## src/rtl/sprite_draw_if.sv

```systemverilog
// sprite_draw_if: command strobe, sprite ROM port and VGA adapter signals of the sprite draw engine
interface sprite_draw_if #(
  parameter int ID_W = 5,
  parameter int COLOUR_W = 3,
  parameter int ADDR_W = 13
);
  logic start;
  logic [1:0] cmd;
  logic [ID_W-1:0] spriteId;
  logic [7:0] xIn;
  logic [6:0] yIn;
  logic [COLOUR_W-1:0] fillColour;
  logic [ADDR_W-1:0] romAddr;
  logic [COLOUR_W-1:0] romData;
  logic [7:0] vgaX;
  logic [6:0] vgaY;
  logic [COLOUR_W-1:0] vgaColour;
  logic vgaPlot;
  logic busy;
  logic done;
  modport master(
    output start, cmd, spriteId, xIn, yIn, fillColour, romData,
    input romAddr, vgaX, vgaY, vgaColour, vgaPlot, busy, done
  );
  modport slave(
    input start, cmd, spriteId, xIn, yIn, fillColour, romData,
    output romAddr, vgaX, vgaY, vgaColour, vgaPlot, busy, done
  );
endinterface

```

## src/rtl/sprite_draw_engine.sv

```systemverilog
// sprite_draw_engine: walks sprite, erase-rectangle or full-screen pixels and plots them to the VGA adapter
module sprite_draw_engine #(
  parameter int X_SCREEN_PIXELS = 160,
  parameter int Y_SCREEN_PIXELS = 120,
  parameter int SPRITE_W = 16,
  parameter int SPRITE_H = 16,
  parameter int COLOUR_W = 3,
  parameter int ID_W = 5,
  parameter logic [COLOUR_W-1:0] TRANSPARENT = 3'b101
) (
  input logic clk,
  input logic resetn,
  sprite_draw_if.slave bus
);
  localparam int ADDR_W = ID_W + $clog2(SPRITE_W * SPRITE_H);
  typedef enum logic [1:0] {IDLE, RUN, DRAIN, DONE} state_t;
  state_t state, nextState;
  logic [1:0] cmdL;
  logic [ID_W-1:0] idL;
  logic [7:0] xL;
  logic [6:0] yL;
  logic [COLOUR_W-1:0] fillL;
  logic [7:0] col, colMax;
  logic [6:0] row, rowMax;
  logic isClr, isSprite, lastCol, lastRow, accept;
  logic [8:0] pixX, s1X;
  logic [7:0] pixY, s1Y;
  logic s1Valid, plotNow;
  logic [COLOUR_W-1:0] colourNow;
  logic [7:0] vgaX;
  logic [6:0] vgaY;
  logic [COLOUR_W-1:0] vgaColour;
  logic vgaPlot, busyR, doneR;
  always_comb begin
    isClr = cmdL == 2'b10;
    isSprite = cmdL == 2'b00;
    colMax = isClr ? 8'(X_SCREEN_PIXELS - 1) : 8'(SPRITE_W - 1);
    rowMax = isClr ? 7'(Y_SCREEN_PIXELS - 1) : 7'(SPRITE_H - 1);
    lastCol = col == colMax;
    lastRow = row == rowMax;
    // the done-pulse cycle is still treated as busy for a new strobe
    accept = state == IDLE && bus.start && !doneR;
    nextState = state == IDLE ? (accept ? (bus.cmd == 2'b11 ? DONE : RUN) : IDLE)
              : state == RUN ? ((lastCol && lastRow) ? DRAIN : RUN)
              : state == DRAIN ? DONE : IDLE;
    pixX = {1'b0, xL} + {1'b0, col};
    pixY = {1'b0, yL} + {1'b0, row};
    plotNow = s1Valid && s1X < 9'(X_SCREEN_PIXELS) && s1Y < 8'(Y_SCREEN_PIXELS)
              && !(isSprite && bus.romData == TRANSPARENT);
    colourNow = isSprite ? bus.romData : fillL;
  end
  always_ff @(posedge clk) begin
    if (!resetn) state <= IDLE;
    else state <= nextState;
  end
  always_ff @(posedge clk) begin
    if (!resetn) begin
      cmdL <= '0;
      idL <= '0;
      xL <= '0;
      yL <= '0;
      fillL <= '0;
      col <= '0;
      row <= '0;
      s1Valid <= 1'b0;
      s1X <= '0;
      s1Y <= '0;
      vgaX <= '0;
      vgaY <= '0;
      vgaColour <= '0;
      vgaPlot <= 1'b0;
      busyR <= 1'b0;
      doneR <= 1'b0;
    end else begin
      busyR <= nextState != IDLE;
      doneR <= state == DONE;
      s1Valid <= state == RUN;
      s1X <= pixX;
      s1Y <= pixY;
      vgaPlot <= plotNow;
      if (plotNow) begin
        vgaX <= s1X[7:0];
        vgaY <= s1Y[6:0];
        vgaColour <= colourNow;
      end
      if (accept) begin
        cmdL <= bus.cmd;
        idL <= bus.spriteId;
        xL <= bus.cmd == 2'b10 ? 8'd0 : bus.xIn;
        yL <= bus.cmd == 2'b10 ? 7'd0 : bus.yIn;
        fillL <= bus.fillColour;
        col <= '0;
        row <= '0;
      end else if (state == RUN) begin
        col <= lastCol ? 8'd0 : col + 8'd1;
        if (lastCol) row <= lastRow ? 7'd0 : row + 7'd1;
      end
    end
  end
  assign bus.romAddr = ADDR_W'(idL) * ADDR_W'(SPRITE_W * SPRITE_H)
                     + ADDR_W'(row) * ADDR_W'(SPRITE_W) + ADDR_W'(col);
  assign bus.vgaX = vgaX;
  assign bus.vgaY = vgaY;
  assign bus.vgaColour = vgaColour;
  assign bus.vgaPlot = vgaPlot;
  assign bus.busy = busyR;
  assign bus.done = doneR;
endmodule

```

## src/flat_wrapper.sv

```systemverilog
// flat-port wrapper written by rule: the top's interface ports become plain ports
module sprite_draw_engine_flat 
#(
  parameter int X_SCREEN_PIXELS = 160,
  parameter int Y_SCREEN_PIXELS = 120,
  parameter int SPRITE_W = 16,
  parameter int SPRITE_H = 16,
  parameter int COLOUR_W = 3,
  parameter int ID_W = 5,
  parameter logic [COLOUR_W-1:0] TRANSPARENT = 3'b101
)
  (clk, resetn, bus_start, bus_cmd, bus_spriteId, bus_xIn, bus_yIn, bus_fillColour, bus_romData, bus_romAddr, bus_vgaX, bus_vgaY, bus_vgaColour, bus_vgaPlot, bus_busy, bus_done);
  sprite_draw_if #(.ID_W(ID_W), .COLOUR_W(COLOUR_W), .ADDR_W(13)) bus_i ();
  input logic clk;
  input logic resetn;
  input wire logic [$bits(bus_i.start)-1:0] bus_start;
  input wire logic [$bits(bus_i.cmd)-1:0] bus_cmd;
  input wire logic [$bits(bus_i.spriteId)-1:0] bus_spriteId;
  input wire logic [$bits(bus_i.xIn)-1:0] bus_xIn;
  input wire logic [$bits(bus_i.yIn)-1:0] bus_yIn;
  input wire logic [$bits(bus_i.fillColour)-1:0] bus_fillColour;
  input wire logic [$bits(bus_i.romData)-1:0] bus_romData;
  output wire logic [$bits(bus_i.romAddr)-1:0] bus_romAddr;
  output wire logic [$bits(bus_i.vgaX)-1:0] bus_vgaX;
  output wire logic [$bits(bus_i.vgaY)-1:0] bus_vgaY;
  output wire logic [$bits(bus_i.vgaColour)-1:0] bus_vgaColour;
  output wire logic [$bits(bus_i.vgaPlot)-1:0] bus_vgaPlot;
  output wire logic [$bits(bus_i.busy)-1:0] bus_busy;
  output wire logic [$bits(bus_i.done)-1:0] bus_done;
  assign bus_i.start = bus_start;
  assign bus_i.cmd = bus_cmd;
  assign bus_i.spriteId = bus_spriteId;
  assign bus_i.xIn = bus_xIn;
  assign bus_i.yIn = bus_yIn;
  assign bus_i.fillColour = bus_fillColour;
  assign bus_i.romData = bus_romData;
  assign bus_romAddr = bus_i.romAddr;
  assign bus_vgaX = bus_i.vgaX;
  assign bus_vgaY = bus_i.vgaY;
  assign bus_vgaColour = bus_i.vgaColour;
  assign bus_vgaPlot = bus_i.vgaPlot;
  assign bus_busy = bus_i.busy;
  assign bus_done = bus_i.done;
  sprite_draw_engine #(.X_SCREEN_PIXELS(X_SCREEN_PIXELS), .Y_SCREEN_PIXELS(Y_SCREEN_PIXELS), .SPRITE_W(SPRITE_W), .SPRITE_H(SPRITE_H), .COLOUR_W(COLOUR_W), .ID_W(ID_W), .TRANSPARENT(TRANSPARENT)) u_core (.clk(clk), .resetn(resetn), .bus(bus_i));
endmodule
```

## config.mk

```make
export PLATFORM = sky130hd
export DESIGN_NAME = sprite_draw_engine_flat
export DESIGN_NICKNAME = d
export VERILOG_FILES = /design/src/rtl/sprite_draw_if.sv /design/src/rtl/sprite_draw_engine.sv /design/src/flat_wrapper.sv
export SDC_FILE = /design/constraint.sdc
export NUM_CORES = 1
export LEC_CHECK = 0
export BUFFER_PORTS_ARGS = -buffer_cell sky130_fd_sc_hd__buf_2
export CELL_PAD_IN_SITES_DETAIL_PLACEMENT = 0
export CELL_PAD_IN_SITES_GLOBAL_PLACEMENT = 1
export CORE_UTILIZATION = 48
export CTS_BUF_LIST = sky130_fd_sc_hd__clkbuf_8
export DETAILED_ROUTE_END_ITERATION = 12
export PLACE_DENSITY_LB_ADDON = 0.2
export REMOVE_ABC_BUFFERS = 1
export SYNTH_ARGS = -nofsm -noshare
export SYNTH_HDL_FRONTEND = slang
export SYNTH_SLANG_ARGS = --single-unit
```

## constraint.sdc

```tcl
create_clock -name clk -period 4.36 [get_ports clk]
set_clock_uncertainty 0.15 [all_clocks]
set_input_delay 0.872 -clock clk [delete_from_list [all_inputs] [get_ports clk]]
set_output_delay 0.872 -clock clk [all_outputs]
set_load 0.1 [all_outputs]
```

# Word level (Yosys, flattened, before mapping)
# Index checks and enable logic that the tools add are counted.
# W data, S select, Z words.
word_totals:
  regBits: 81
  out_inout_bits: 34
op_classes:
  add_sub_neg: 6
  magnitude_cmp: 2
  n_eq_ne: 9
  mux: 13
  n_bitwise: 1
  reduce_logical: 14
ops:
  columns: ["operator", "count"]
  rows:
  - ["$mux W8", 3]
  - ["$mux W7", 3]
  - ["$add A13 B11 Y13", 1]
  - ["$add A13 B8 Y13", 1]
  - ["$mux W2", 6]
  - ["$eq A2 B2 Y1 const B", 5]
  - ["$add A8 B8 Y9", 1]
  - ["$lt A9 B8 Y1 const B", 1]
  - ["$add A7 B7 Y8", 1]
  - ["$add A8 B1 Y8 const B", 1]
  - ["$eq A8 B8 Y1", 1]
  - ["$lt A8 B7 Y1 const B", 1]
  - ["$add A7 B1 Y7 const B", 1]
  - ["$eq A7 B7 Y1", 1]
  - ["$logic_and A1 B1 Y1", 7]
  - ["$logic_not A2 Y1", 2]
  - ["$eq A3 B3 Y1 const B", 1]
  - ["$mux W3", 1]
  - ["$eq A2 B1 Y1 const B", 1]
  - ["$logic_not A1 Y1", 2]
  - ["$reduce_and A2 Y1", 1]
  - ["$reduce_bool A2 Y1", 1]
  - ["$reduce_or A2 Y1", 1]
  - ["$not A1 Y1", 1]

# Longest topological paths before layout
# Gate-level depths: netlist of run 1.
logic_depth:
  ltp_word: 8
  ltp_mapped: 7
  depth_no_buf: 7

# Worst setup path before layout of run 1
# Ideal clock, no wire load.
synth_timing:
  path_kind: "register -> output"
  start: "reg u_core.col[4]"
  end: "out bus_romAddr[10]"
  arrival_ps: 2797
  required_ps: 3338
  setup_slack_ps: 541
  path_stages_with_launch: 7
  n_path_buf: 0
  path_cell_list: "dfxtp_1 -> ha_1 -> fa_1 -> a21oi_1 -> o21ai_0 -> a21oi_1 -> xnor2_1"
synth_via:
  elab_chain_len: 1
synth_lines:
  columns: ["item", "line_no", "text"]
  rows:
  - ["start: declaration", "sprite_draw_engine.sv:23", "logic [7:0] col, colMax;"]
  - ["start signal: assignment", "sprite_draw_engine.sv:95", "col <= lastCol ? 8'd0 : col + 8'd1;"]
  - ["$add A13 B8 Y13", "sprite_draw_engine.sv:101", "+ ADDR_W'(row) * ADDR_W'(SPRITE_W) + ADDR_W'(col);"]
  - ["end: declaration", "flat_wrapper.sv:23", "output wire logic [$bits(bus_i.romAddr)-1:0] bus_romAddr;"]
# Every way passes these cells.

# Worst setup path after layout of run 1
layout_timing:
  start: "reg u_core.row[0]"
  end: "out bus_romAddr[12]"
layout_via:
  elab_chain_len: 2
layout_lines:
  columns: ["item", "line_no", "text"]
  rows:
  - ["start: declaration", "sprite_draw_engine.sv:24", "logic [6:0] row, rowMax;"]
  - ["start signal: assignment", "sprite_draw_engine.sv:96", "if (lastCol) row <= lastRow ? 7'd0 : row + 7'd1;"]
  - ["$add A13 B11 Y13", "sprite_draw_engine.sv:101", null]
  - ["$add A13 B8 Y13", "sprite_draw_engine.sv:101", null]
# Every way passes these cells.

==> flow_summary.ini, run 1 <==
[clock_tree]
clkLatencyLatePin_ns = 0.35
clockBufferDepth = 2
tritoncts = done
htreeDepth = 3
cts_buffers = 9
cts_setup_buffers = 0
cts_root_buffer = clkbuf_8
path_clk_slew_ns = 0.08
cts-hold-fix-buffers = 0
cts.sinks = 81
cts_resized = 0

[routing]
dr.pass1.iters = 4
wirelength_mm = 9.206
drt_iter0_drc = 156
detail_route.wl_per_cell_um = 15.45
postRouteAntennaNets = 0
viasPerCell = 5.641
num_vias = 3362
route.detailed.drc = 0

[setup_path]
cp-start-kind = flop
critPathMaxFanout = 7
end_kind = output port
crit_required_ns = 3.34
cp_slowest_cell = buf_2
critPathKind = flop to output port
critical_path_arrival_ns = 2.72
crit_buf_inv = 1
slowest_delay_ns = 0.42
path_cells = ha_1, fa_1, a21oi_1, o21ai_0, a2111oi_0, nand3b_1, buf_2
crit_family = compound AO/OA/AOI/OAI gates

[floorplanning]
start_util_pct = 49.64
dieArea_sq_um = 8871
dieHeight_um = 94.19
chipWidth_um = 94.19
ios = 65
fp.coreArea_sq_um = 8217
rows = 33

[job]
max_cap_violations = 0

[finish]
drive_gt1_share_pct = 19.14
fin_area_sq_um = 4583
area_growth_pct = 12.36
multi_input_comb_area_sq_um = 2246
final_nets = 544
seq_area_sq_um = 1622
n_fill_cell = 763
num_antenna_cells = 0

[placed_design]
numPortBuffers = 64
dp_hpwl_mm = 6.723
gp_congestion = 0.8245
place_area_sq_um = 4402
place_ws_ns = 1.004

[yosys]
syn_area_sq_um = 4079
ys_seq_area_share_pct = 39.75
synth.largest_area_cell = dfxtp_1
synth_ff_type = dfxtp_1
syn_inst = 435
yosys_warnings = 0
syn_area_per_cell_sq_um = 9.377
synth_edf_count = 0
ys_types = 59
ys_seq_elements = 81
synthTopCellsByArea = dfxtp_1 (40%), ha_1 (7.4%), a22o_1 (4.9%)
synthArstFlopShare_pct = 0
synth_top_area_share_pct = 39.75

[grt]
antenna_found_initial = 0
overflow = 0
grt_max_degree = 31
grt_use_total_pct = 22.03
grt_pass1_vias = 3033
grt_pass1_wl_mm = 15.09

[sta]
period_needed_ns = 3.741
period_share_pct = 85.81
finalWorstSetupSlack_ns = 0.6186
slew_violations = 0
hold_slack_ns = 0.3048
fmax_ghz = 0.2673
rsz0062_at_grt = no
slew_headroom_pct = 28.41
tns_ns = 0
tightest_slew_ns = 1.067
setup_viol = 0
hold_viol = 0

[pwr]
irDropWorstVdd_mv = 0.1700
p_leak_nw = 1.888
total_power_mw = 1.587
power_density_nw_per_um2 = 346.3

[run_status]
status = complete, no violations

[worst_hold_path]
min_path_type = flop to flop
[worst register-to-register path, delay by kind of cell, from the launching register on]
| kind | cells | cell delay [ns] |
|---|---|---|
| compound gates | 1 | 0.70 |
| fa+ha+maj | 1 | 0.27 |
| flops | 1 | 0.52 |
| simple gates | 3 | 0.57 |
[cell type report]
type / instances / share of cell area (%)
clock buffer: 11 / 3.303
clock inverter: 5 / 0.6552
inverter: 16 / 1.310
multi-input combinational: 311 / 49.00
sequential: 81 / 35.38
tap: 105 / 2.867
timing repair buffer: 67 / 7.480
[metrics by stage]
| stage | utilization (%) | instances |
|---|---|---|
| after CTS | 55.78 | 596 |
| after floorplan | - | 408 |
| final | 55.78 | 596 |
| after global routing | 55.78 | 596 |
| after detailed placement | 53.57 | 580 |
| after global placement | 53.57 | 580 |
[flip-flops by register name (all words and copies together), names as in the netlist, 3 cells and up]
name                  flops
u_core.row                7
u_core.bus.vgaColour      3
u_core.fillL              3
u_core.idL                5
u_core.bus.vgaY           7
u_core.bus.vgaX           8
u_core.xL                 8
u_core.yL                 7
u_core.s1X                9
u_core.col                8
u_core.s1Y                8
[placed cells by master (no fill, tap or decap), drive strengths merged, types with 6 or more instances in the layout]
cell / n
nand3: 9
nor2b: 7
nor3: 9
o31ai: 17
nand4: 16
and2: 6
dfxtp: 81
buf: 67
a21oi: 26
nor2: 35
a22o: 23
ha: 24
a31oi: 9
clkbuf: 11
o21ai: 15
mux2i: 6
inv: 16
a211oi: 10
xnor2: 12
o21a: 6
nand2: 19
[layer usage]
layer	track usage (%)	part of all wire [%]	vias to the layer above
met5	0	0	-
met4	8.077	1.2	0
met3	3.641	4.0	9
met2	34.30	45	73
met1	30.35	50	1552
li1	-	-	1728
[cells in the mapped netlist (all sizes together), types with 3 or more instances]
| cell type | n |
|---|---|
| o41ai | 4 |
| o21ai | 15 |
| a311oi | 3 |
| xnor2 | 12 |
| or3 | 3 |
| nor3 | 9 |
| nand2 | 19 |
| dfxtp | 81 |
| nor3b | 4 |
| a211oi | 10 |
| o31ai | 17 |
| a21oi | 26 |
| o21bai | 3 |
| nand4 | 16 |
| buf | 13 |
| mux2i | 6 |
| nand4b | 5 |
| nand3b | 3 |
| fa | 3 |
| and2 | 6 |
| inv | 16 |
| o2111ai | 4 |
| clkbuf | 14 |
| nor2 | 35 |
| or2 | 4 |
| a31oi | 9 |
| nand3 | 9 |
| nor2b | 7 |
| xor2 | 4 |
| a22o | 23 |
| ha | 24 |
| o21a | 6 |
[where the power goes]
part / internal (mW) / leakage (nW) / switching (mW)
registers: 0.775 / 0.658 / 0.0287
logic: 0.0772 / 1.14 / 0.195
clock network: 0.235 / 0.0911 / 0.276
total: 1.09 / 1.89 / 0.499
[cell families after synthesis]
group,Yosys count,synth area share [%]
adders and majority gates,27,8.834
muxes,7,1.749
AOI/OAI and AO/OA,129,22.76
xor gates and xnor gates,16,3.435
DFF,81,39.75
and+or+nand+nor,132,18.22
buffers and inverters,43,5.246
[final timing paths]
kind | from | depth (start not counted) | endpoint | slack (ns)
setup / recovery | u_core.row[0] | 7 | bus_romAddr[12] | 0.62
hold / removal | u_core.s1Y[1] | 2 | u_core.bus.vgaY[1] | 0.30
setup reg to reg | u_core.col[1] | 5 | u_core.col[4] | 2.02
hold reg to reg | u_core.s1Y[1] | 2 | u_core.bus.vgaY[1] | 0.30
Note: power is estimated with default switching activity, not from simulation.
==> inputs of run 2 (changes only) <==
--- a/config.mk
+++ b/config.mk
@@ -11,6 +11,7 @@
 export CORE_UTILIZATION = 48
 export CTS_BUF_LIST = sky130_fd_sc_hd__clkbuf_8
 export DETAILED_ROUTE_END_ITERATION = 12
+export MAX_ROUTING_LAYER = met4
 export PLACE_DENSITY_LB_ADDON = 0.2
 export REMOVE_ABC_BUFFERS = 1
 export SYNTH_ARGS = -nofsm -noshare
==> run 2 against run 1 <==
  * Power up 0.26%
  * Core utilization unchanged
  * Highest routed layer unchanged
  * Largest cell class unchanged
  * Non-clock buffer count unchanged
  * Critical path type unchanged
  * Largest power group unchanged
  * Clock-buffer cell count unchanged
==> flow_summary.ini, run 2 (synthesis results as in run 1) <==
[run_status]
status = complete, no violations

[setup_path]
r2r_end = u_core.col[4]
end_kind = output port
slowest_delay_ns = 0.42
reg2reg_slack_ns = 2.03
critPathKind = flop to output port
cp-start-kind = flop
r2r_cells = 5
crit_required_ns = 3.34
crit_family = compound AO/OA/AOI/OAI gates
path_cells = ha_1, fa_1, a21oi_1, o21ai_0, a2111oi_0, nand3b_1, buf_2
r2r_start = u_core.col[1]
cp_slowest_cell = buf_2
crit_buf_inv = 1
critical_path_arrival_ns = 2.73
critPathMaxFanout = 7

[sta]
tns_ns = 0
slew_violations = 0
slew_headroom_pct = 28.49
rsz0062_at_grt = no
setup_viol = 0
period_share_pct = 85.97
fmax_ghz = 0.2668
tightest_slew_ns = 1.065
finalWorstSetupSlack_ns = 0.6119
period_needed_ns = 3.748
hold_viol = 0

[finish]
multi_input_comb_area_sq_um = 2246
final_cell_mix = dfxtp_1 (81), buf_2 (64), nor2_1 (34)
final_nets = 544
drive_gt1_share_pct = 19.14
seq_area_sq_um = 1622
largest_reg_flops = 9
num_antenna_cells = 0
largest-register = u_core.s1X
n_fill_cell = 763
area_growth_pct = 12.36
layout_commonest_cell = dfxtp_1

[clock_tree]
clockBufferDepth = 2
clkLatencyLatePin_ns = 0.35
cts.sinks = 81
path_clk_slew_ns = 0.08
htreeDepth = 3
tritoncts = done
cts-hold-fix-buffers = 0
cts_setup_buffers = 0
cts_root_buffer = clkbuf_8
cts_resized = 0
cts_buffers = 9

[floorplanning]
rows = 33
dieArea_sq_um = 8871
start_util_pct = 49.64
ios = 65
chipWidth_um = 94.19
fp.coreArea_sq_um = 8217
dieHeight_um = 94.19

[worst_hold_path]
min_path_type = flop to flop
holdPathEnd = u_core.bus.vgaY[1]
hold-path-cell-count = 2
min_from = u_core.s1Y[1]

[placed_design]
place_ws_ns = 1.004
numPortBuffers = 64
dp_hpwl_mm = 6.723
gp_congestion = 0.8370

[grt]
grt_use_met3_pct = 3.479
grtUsageMet1_pct = 30.45
grt_pass1_vias = 3029
antenna_found_initial = 0
grt_pass1_wl_mm = 15.10
busiest_layer = met2
grt_use_total_pct = 22.65
overflow = 0
grt_max_degree = 31
met2_usage_pct = 34.36

[routing]
wirelength_mm = 9.214
viasPerCell = 5.633
drt_iter0_drc = 139
route.detailed.drc = 0
detail_route.wl_per_cell_um = 15.46
postRouteAntennaNets = 0
dr.pass1.iters = 4
num_vias = 3357

[pwr]
pwr-share-seq_pct = 50.5
pwr-share-clk_pct = 32.4
intPower_mw = 1.088
sw_frac_of_total_pct = 31.63
p_leak_nw = 1.888
combinationalPowerShare_pct = 17.1
power_density_nw_per_um2 = 347.2
p_sw_mw = 0.5033
irDropWorstVdd_mv = 0.1717

[job]
max_cap_violations = 0
==> run 2: power groups by stage <==
| stage | clock network (mW) | logic (mW) | registers (mW) |
|---|---|---|---|
| after global placement | 0 | 0.270 | 0.821 |
| after detailed placement | 0 | 0.271 | 0.821 |
| after global routing | 0.560 | 0.293 | 0.809 |
| after floorplan | 0 | 0.149 | 0.872 |
| after CTS | 0.524 | 0.273 | 0.804 |
| final | 0.515 | 0.272 | 0.804 |
==> run 2: worst max-delay path by stage <==
| stage | start | endpoint | slack [ns] | cells after the start |
|---|---|---|---|---|
| after floorplan | u_core.col[4] | bus_romAddr[10] | 0.54 | 6 |
| after global placement | u_core.row[0] | bus_romAddr[12] | 1.09 | 7 |
| after detailed placement | u_core.row[0] | bus_romAddr[12] | 1.00 | 7 |
| after CTS | u_core.row[0] | bus_romAddr[12] | 0.59 | 7 |
| after global routing | u_core.row[0] | bus_romAddr[12] | 0.50 | 7 |
| final | u_core.row[0] | bus_romAddr[12] | 0.61 | 7 |
==> run 2: metal layers <==
| layer | routed length [um] | vias up |
|---|---|---|
| met5 | 0 | - |
| met4 | 98 | 0 |
| met3 | 352 | 9 |
| met2 | 4162 | 72 |
| met1 | 4601 | 1550 |
| li1 | - | 1726 |
==> run 2: layout make-up <==
class	count	area share (%)
clock buffer	11	3.303
clock inverter	5	0.6552
inverter	16	1.310
multi-input combinational	311	49.00
sequential	81	35.38
tap	105	2.867
timing repair buffer	67	7.480
==> run 2: tightest hold or removal path, cell delays in order (launching register included) <==
cell and delay, ns:
dfxtp_1 0.31, nand4_1 0.06, a21oi_1 0.05
==> run 2: per-stage QoR <==
stage	total power, mW	utilization [%]	std cells	cell area, sq um	hold WS, ns
after floorplan	1.022	-	408	3925	0.2821
after global placement	1.091	53.57	580	4402	0.2938
after detailed placement	1.092	53.57	580	4402	0.2930
after CTS	1.601	55.78	596	4583	0.3077
after global routing	1.662	55.78	596	4583	0.3304
final	1.591	55.78	596	4583	0.3049
